--- src/rtl/instr_fetch_if.sv ---
// Fetch-to-CPU instruction handshake: the fetch stage drives the word and its
// valid flag, the CPU answers with ready.
interface instr_fetch_if;
    logic [11:0] instruction;
    logic        instr_valid;
    logic        instr_ready;

    modport master (
        output instruction,
        output instr_valid,
        input  instr_ready
    );

    modport slave (
        input  instruction,
        input  instr_valid,
        output instr_ready
    );
endinterface

--- src/rtl/instr_fetch.sv ---
// Instruction fetch stage: writable program memory, a program counter started by
// a pulse, and a valid/ready presentation of one instruction at a time to the CPU.
module instr_fetch #(
    parameter int DEPTH  = 16,
    parameter int ADDR_W = 4
) (
    input  logic              clk,
    input  logic              reset,
    input  logic              load_en,
    input  logic [ADDR_W-1:0] load_addr,
    input  logic [11:0]       load_data,
    input  logic [ADDR_W:0]   prog_len,
    input  logic              start,
    instr_fetch_if.master     fetch,
    output logic [ADDR_W-1:0] pc,
    output logic              busy,
    output logic              done
);

    typedef enum logic [1:0] {
        S_IDLE  = 2'd0,
        S_RUN   = 2'd1,
        S_DRAIN = 2'd2,
        S_DONE  = 2'd3
    } state_e;

    state_e            state_q, state_d;
    logic [ADDR_W-1:0] pc_q, pc_d;
    logic [ADDR_W:0]   len_q, len_d;
    logic [11:0]       instr_q, instr_d;
    logic              valid_q, valid_d;
    logic              busy_q, busy_d;
    logic              done_q, done_d;

    logic [11:0]       mem_q [DEPTH];

    logic              advance;
    logic              start_ok;
    logic [ADDR_W:0]   pc_inc;

    // Program memory write port; writes are locked out while a program is running.
    always_ff @(posedge clk) begin
        if (load_en && !busy_q) begin
            mem_q[load_addr] <= load_data;
        end
    end

    // Handshake qualifiers and the widened PC used for the length compare.
    always_comb begin
        advance  = (state_q == S_RUN) && (!valid_q || fetch.instr_ready);
        start_ok = start && ((state_q == S_IDLE) || (state_q == S_DONE));
        pc_inc   = {1'b0, pc_q} + {{ADDR_W{1'b0}}, 1'b1};
    end

    // State register and all datapath/status flops.
    always_ff @(posedge clk) begin
        if (reset) begin
            state_q <= S_IDLE;
            pc_q    <= {ADDR_W{1'b0}};
            len_q   <= {(ADDR_W+1){1'b0}};
            instr_q <= 12'h000;
            valid_q <= 1'b0;
            busy_q  <= 1'b0;
            done_q  <= 1'b0;
        end else begin
            state_q <= state_d;
            pc_q    <= pc_d;
            len_q   <= len_d;
            instr_q <= instr_d;
            valid_q <= valid_d;
            busy_q  <= busy_d;
            done_q  <= done_d;
        end
    end

    // Next-state logic.
    always_comb begin
        state_d = state_q;
        case (state_q)
            S_IDLE, S_DONE: begin
                if (start_ok) begin
                    state_d = (prog_len == {(ADDR_W+1){1'b0}}) ? S_DONE : S_RUN;
                end else begin
                    state_d = state_q;
                end
            end
            S_RUN: begin
                if (advance && (pc_inc == len_q)) begin
                    state_d = S_DRAIN;
                end else begin
                    state_d = S_RUN;
                end
            end
            S_DRAIN: begin
                if (fetch.instr_ready) begin
                    state_d = S_DONE;
                end else begin
                    state_d = S_DRAIN;
                end
            end
            default: state_d = S_IDLE;
        endcase
    end

    // Datapath updates; status flags are decoded from the next state so they stay registered.
    always_comb begin
        pc_d    = pc_q;
        len_d   = len_q;
        instr_d = instr_q;
        valid_d = valid_q;
        case (state_q)
            S_IDLE, S_DONE: begin
                if (start_ok) begin
                    len_d   = prog_len;
                    pc_d    = {ADDR_W{1'b0}};
                    valid_d = 1'b0;
                end else begin
                    valid_d = valid_q;
                end
            end
            S_RUN: begin
                // PC wraps to 0 after the last word of a full-depth program; RUN is left anyway.
                if (advance) begin
                    instr_d = mem_q[pc_q];
                    valid_d = 1'b1;
                    pc_d    = pc_inc[ADDR_W-1:0];
                end else begin
                    valid_d = valid_q;
                end
            end
            S_DRAIN: begin
                if (fetch.instr_ready) begin
                    valid_d = 1'b0;
                end else begin
                    valid_d = valid_q;
                end
            end
            default: begin
                valid_d = 1'b0;
            end
        endcase
        busy_d = (state_d == S_RUN) || (state_d == S_DRAIN);
        done_d = (state_d == S_DONE);
    end

    assign fetch.instruction = instr_q;
    assign fetch.instr_valid = valid_q;
    assign pc                = pc_q;
    assign busy              = busy_q;
    assign done              = done_q;

endmodule
--- src/flat_wrapper.sv ---
// flat-port wrapper written by rule: the top's interface ports become plain ports
module instr_fetch_flat 
#(
    parameter int DEPTH  = 16,
    parameter int ADDR_W = 4
)
  (clk, reset, load_en, load_addr, load_data, prog_len, start, pc, busy, done, fetch_instruction, fetch_instr_valid, fetch_instr_ready);
  instr_fetch_if fetch_i ();
  input  logic clk;
  input  logic reset;
  input  logic load_en;
  input  logic [ADDR_W-1:0] load_addr;
  input  logic [11:0] load_data;
  input  logic [ADDR_W:0] prog_len;
  input  logic start;
  output logic [ADDR_W-1:0] pc;
  output logic busy;
  output logic done;
  output wire logic [$bits(fetch_i.instruction)-1:0] fetch_instruction;
  output wire logic [$bits(fetch_i.instr_valid)-1:0] fetch_instr_valid;
  input wire logic [$bits(fetch_i.instr_ready)-1:0] fetch_instr_ready;
  assign fetch_instruction = fetch_i.instruction;
  assign fetch_instr_valid = fetch_i.instr_valid;
  assign fetch_i.instr_ready = fetch_instr_ready;
  instr_fetch #(.DEPTH(DEPTH), .ADDR_W(ADDR_W)) u_core (.clk(clk), .reset(reset), .load_en(load_en), .load_addr(load_addr), .load_data(load_data), .prog_len(prog_len), .start(start), .fetch(fetch_i), .pc(pc), .busy(busy), .done(done));
endmodule
--- config.mk ---
export PLATFORM = sky130hd
export DESIGN_NAME = instr_fetch_flat
export DESIGN_NICKNAME = d
export VERILOG_FILES = /design/src/rtl/instr_fetch_if.sv /design/src/rtl/instr_fetch.sv /design/src/flat_wrapper.sv
export SDC_FILE = /design/constraint.sdc
export NUM_CORES = 1
export LEC_CHECK = 0
export ABC_AREA = 1
export ABC_CLOCK_PERIOD_IN_PS = 2300
export CAP_MARGIN = 20
export CORE_UTILIZATION = 60
export DETAILED_ROUTE_END_ITERATION = 16
export PLACE_DENSITY_LB_ADDON = 0.05
export SLEW_MARGIN = 20
export SYNTH_ARGS = -nofsm -noshare
export SYNTH_HDL_FRONTEND = slang
export SYNTH_SLANG_ARGS = --single-unit
--- constraint.sdc ---
create_clock -name clk -period 2.3 [get_ports clk]
set_clock_uncertainty 0.05 [all_clocks]
set_input_delay 0.345 -clock clk [delete_from_list [all_inputs] [get_ports clk]]
set_output_delay 0.345 -clock clk [all_outputs]
set_load 0.05 [all_outputs]
-- After elaboration in Yosys (flattened, before gate mapping)
Memories as Yosys holds them, arrays and structs flattened. A register that Yosys moved wholly into a read port is not among the register bits.
Index checks and enable logic that the tools add are counted.
- logic and storage cells: 49
- RAM bits: 192
- output and inout bits: 19
- memories: 1
- bits in registers: 14
- bits of input ports: 26
- memories (name ; words ; width ; rd ports ; clocked after Yosys merged registers in ; write ports ; line ; source):
    u_core.mem_q ; 16 ; 12 ; 1 ; 1 ; 1 ; instr_fetch.sv:35 ; logic [11:0] mem_q [DEPTH];
- $add $sub $neg: 1
- reduce and logical (&&, ||, !) cells: 17
- equal/unequal tests: 10
- multiplexer cells: 14
- operators by type and width (kind ; count):
    2-bit == test (second input constant) ; 4
    4-bit 2-to-1 mux ; 2
    4-bit one-hot mux with 2 select lines ; 1
    1-bit 2-to-1 mux ; 6
    2-bit 2-to-1 mux ; 3
    2-bit one-hot mux with 3 select lines ; 1
    3-bit AND reduction ; 2
    4-bit by 1-bit adder with 5-bit output (second input constant) ; 1
    5-bit == test ; 1
    5-bit zero test ; 1
    2-bit by 1-bit == test with 1-bit output (second input constant) ; 2
    1-bit logical AND ; 4
    2-bit by 1-bit != test with 1-bit output (second input constant) ; 2
    2-bit AND reduction ; 2
    1-bit logical OR ; 3
    1-bit one-hot mux with 3 select lines ; 1
    1-bit zero test ; 2
    2-bit zero test ; 1
    2-bit != test (second input constant) ; 1
    2-bit nonzero test ; 1
    2-bit OR reduction ; 1

-- Longest topological paths before layout
- word-level depth: 8
- gate-level depth with buffers: 14
- depth with buffers taken out: 14

-- Worst setup path after synthesis
Ideal clock, no wire load.
- kind: register to register
- from: reg u_core.pc_q[0] (netlist: u_core.pc[0])
- to: reg u_core.busy_q (netlist: u_core.busy)
- arrival: 2.051 ns
- stages on the path, launching flop included: 14
- required time: 2.121 ns
- path buffers: 0
- clock period less this slack: 2.230 ns
- setup time: 0.129 ns
- slack: 0.070 ns
- path through: dfxtp_1 -> ha_1 -> nand2_1 -> o21ai_0 -> nand2_1 -> nor2_1 -> nand3_2 -> nand2_1 -> nand2_1 -> nand2_1 -> inv_1 -> ha_1 -> inv_1 -> nor2_1
- cells in the longest elaborated chain, start to end: 7
- elaborated cells between the ends (all ways): 8
- classes of those cells: 1 x add/sub; 3 x eq/ne; 2 x mux; 2 x reduce/logical
- RTL lines (what ; line ; source):
    from (decl) ; instr_fetch.sv:28 ; logic [ADDR_W-1:0] pc_q, pc_d;
    from (signal assigned) ; instr_fetch.sv:59 ; pc_q <= {ADDR_W{1'b0}};
    from (signal assigned) ; instr_fetch.sv:67 ; pc_q <= pc_d;
    4-bit by 1-bit adder with 5-bit output * ; instr_fetch.sv:52 ; pc_inc = {1'b0, pc_q} + {{ADDR_W{1'b0}}, 1'b1};
    5-bit == test * ; instr_fetch.sv:88 ; if (advance && (pc_inc == len_q)) begin
    1-bit logical AND * ; instr_fetch.sv:88 ;
    2-bit 2-to-1 mux * ; instr_fetch.sv:88 ;
    2-bit one-hot mux with 3 select lines * ; instr_fetch.sv:79 ; case (state_q)
    2-bit by 1-bit == test with 1-bit output / 2-bit == test (equally long branches) ; instr_fetch.sv:142 ; busy_d = (state_d == S_RUN) || (state_d == S_DRAIN);
    1-bit logical OR * ; instr_fetch.sv:142 ;
    net u_core.busy_d ; instr_fetch.sv:32 ; logic busy_q, busy_d;
    to (signal assigned) ; instr_fetch.sv:71 ; busy_q <= busy_d;
    to (decl) ; instr_fetch.sv:32 ;
The timed path passes the listed nets; every way through them passes the cells marked *.
A chain may end at the register's enable or synchronous reset.

-- Worst setup path after layout
- from: reg u_core.busy_q (netlist: u_core.busy)
- to: out busy
- RTL lines (what ; line ; source):
    to (decl) ; flat_wrapper.sv:17 ; output logic busy;
No word-level cell between the ends.

==> impl_metrics.json <==
{
  "syn_nets": 802,
  "synth_ff_type": "edfxtp_1",
  "rsz0062_at_grt": "false",
  "routed_wl_um": 20500,
  "critPathBufInv": 1,
  "fmax_mhz": 446,
  "synth.most_common_cell": "edfxtp_1",
  "area_growth_pct": 16.7,
  "setup_tns_ns": 0,
  "drv_slew": 0,
  "ir_drop_mv": 0.537,
  "start_util_pct": 61.5,
  "stdcell_area_sq_um": 10400,
  "startpoint_type": "flip-flop",
  "critPathCaptureType": "output pin",
  "postCtsSetupBuffers": 0,
  "period_needed_ns": 2.24,
  "ff2ff_setup_slack_ns": 0.32,
  "hold_path_class": "reg2reg",
  "relSlewSlack_pct": 55.2,
  "gp_congestion": 0.834,
  "synth.distinct_cells": 32,
  "clock-sinks": 218,
  "async_flop_share_pct": 0,
  "reg2reg_from": "u_core.pc[0]",
  "layout.nets": 868,
  "grtUsageTotal_pct": 27.6,
  "crit_type": "reg2out",
  "grt_antenna_before_repair": 0,
  "m1WireLength_um": 9110,
  "outcome": "complete, no violations",
  "route.detailed.drc": 0,
  "worstPathArrival_ns": 1.85,
  "cts_hold_buf": 0,
  "crit_path_top_delay_cell": "clkdlybuf4s50_1",
  "clock_power_share_pct": 37.9,
  "crit_family": "buffers and inverters",
  "setup_viol": 0,
  "path_clk_slew_ns": 0.06,
  "ctsRootBufferMaster": "clkbuf_16",
  "cts_resized": 0,
  "first_pass_iters": 7,
  "pin_count": 45,
  "required_ns": 1.90,
  "critPathLaunch": "u_core.busy",
  "dieArea_sq_um": 15400,
  "drive_gt1_share_pct": 9.48,
  "grt_pass1_vias": 5596,
  "synth_seq_area_share_pct": 70.3,
  "cp_max_fo": 2,
  "coreArea_sq_um": 14500,
  "via_per_inst": 5.90,
  "synth_area_leaders": "edfxtp_1 (65%), nor2_1 (6.9%), dfxtp_1 (5.8%), o21ai_0 (4.9%), nand3_1 (3.1%)",
  "reg2regPathDepth": 9,
  "worstSetupPathDepth": 1,
  "finish.utilization_pct": 71.8,
  "numCtsBuffers": 23,
  "hold_viol_final": 0,
  "final_cells": 1038,
  "grt_max_degree": 71,
  "avgSynthCellArea_sq_um": 11.6,
  "route.detailed.wl_per_inst_um": 19.8,
  "grt_pass1_wl_um": 31100,
  "p_leak_uw": 0.00369,
  "slowest_delay_ns": 0.87,
  "placedCellCount": 997,
  "ant_nets": 0,
  "cts_buffer_depth": 3,
  "std_cell_rows": 44,
  "clock_latency_ns": 0.50,
  "synth_edf_count": 192,
  "fin_crit_sh_pct": 97.5,
  "p_per_area_nw_per_um2": 847,
  "syn_inst": 772,
  "highest_layer": "met4",
  "p_int_uw": 6670,
  "io_buffers": 44,
  "fin_total_pwr_uw": 8830,
  "cap_violations": 0,
  "p_sw_uw": 2160,
  "die_w_um": 124,
  "h-tree-depth": 1,
  "overflow": 0,
  "ys_ff_latch": 218,
  "yosys-top-cells-count": "edfxtp_1 (192), nor2_1 (164), o21ai_0 (88), inv_1 (56), nand3_1 (56)",
  "synth_area_sq_um": 8940,
  "drt_iter0_drc": 575,
  "ys.warnings.count": 0,
  "endpoint": "busy",
  "placed_area_sq_um": 9760,
  "cts_tree": "yes",
  "crit_chain": "clkdlybuf4s50_1",
  "worst_pin_slew_ns": 0.672,
  "antenna_cells": 0,
  "wl_met3_um": 1320,
  "dieHeight_um": 124,
  "swShare_pct": 24.4,
  "seq_power_share_pct": 50.4,
  "wl_met2_um": 9670,
  "synth_top_area_share_pct": 64.5,
  "place_hpwl_um": 12900,
  "r2r-end": "u_core.fetch.instruction[5]",
  "via_count": 6124,
  "power_frac_comb_pct": 11.7,
  "synth_top_area_cell": "edfxtp_1"
}
==> stage by stage <==
stage	hold WS [ns]	setup WS (ns)
finish	0.430	0.0566
global route	0.442	0.0628
CTS	0.428	0.0592
detailed placement	0.414	0.182
global placement	0.411	0.193
floorplan	0.389	0.0702
==> power by group through the flow <==
stage / sequential, uW / clock [uW] / combinational [uW]
after floorplan: 4660 / 0 / 534
after global placement: 4530 / 0 / 1000
after detailed placement: 4540 / 0 / 1020
after CTS: 4450 / 3390 / 1030
after global routing: 4460 / 3540 / 1120
final: 4450 / 3350 / 1030
==> area by class of cell <==
type	count	area, sq um
fillers	1015	4100
repair buffers	85	838
well taps	184	230
clock buffers	37	658
clock inverters	4	15.0
inverters	58	218
flip-flops and latches	218	6290
multi-input cells	452	2180
==> state kept, by name (all words and copies together), names as in the netlist <==
register                  flops
u_core.busy                   1
u_core.done                   1
u_core.fetch.instr_valid      1
u_core.fetch.instruction     12
u_core.len_q                  5
u_core.mem_q                192
u_core.pc                     4
u_core.state_q                2
==> cell families after synthesis <==
kind of cell / Yosys count / share of synthesized area (%)
AO/OA/AOI/OAI: 175 / 10.9
XOR/XNOR: 1 / 0.0980
adder cells (fa/ha/maj): 4 / 0.560
buffers and inverters: 102 / 5.26
flip-flops: 218 / 70.3
AND/OR/NAND/NOR: 272 / 12.8
==> how the worst min path moves through the flow <==
| stage | cells past startpoint | to | from |
|---|---|---|---|
| floorplan | 2 | u_core.len_q[4] | u_core.len_q[4] |
| global placement | 2 | u_core.len_q[0] | u_core.len_q[0] |
| detailed placement | 2 | u_core.len_q[0] | u_core.len_q[0] |
| CTS | 2 | u_core.len_q[4] | u_core.len_q[4] |
| global route | 2 | u_core.len_q[4] | u_core.len_q[4] |
| finish | 2 | u_core.len_q[4] | u_core.len_q[4] |
==> cells in the final DEF (no fill, tap or decap) <==
master and instances:
clkbuf_16 23, o21ai_0 88, nor2_1 164, nand4_1 2, dfxtp_2 1, a21oi_1 32
inv_1 56, ha_1 4, clkbuf_8 3, xnor2_1 1, nand2_1 41, clkinv_1 5
a211oi_1 1, buf_12 8, buf_4 37, or2_2 2, a21oi_2 1, o21ai_1 15
clkdlybuf4s50_1 40, nand3_1 56, nand3_2 2, o211ai_1 37, nand4_4 1, nand3b_1 2
clkbuf_1 11, nor4_1 1, dfxtp_4 1, dfxtp_1 24, nor2_2 1, edfxtp_1 192
a22oi_1 1, inv_2 1
==> routing by layer <==
layer	global-route usage [%]	vias to the layer above
li1	-	2854
met4	8.71	0
met3	2.98	40
met5	0	-
met2	44.0	238
met1	40.2	2992
Power figures use the tool's default switching activity.
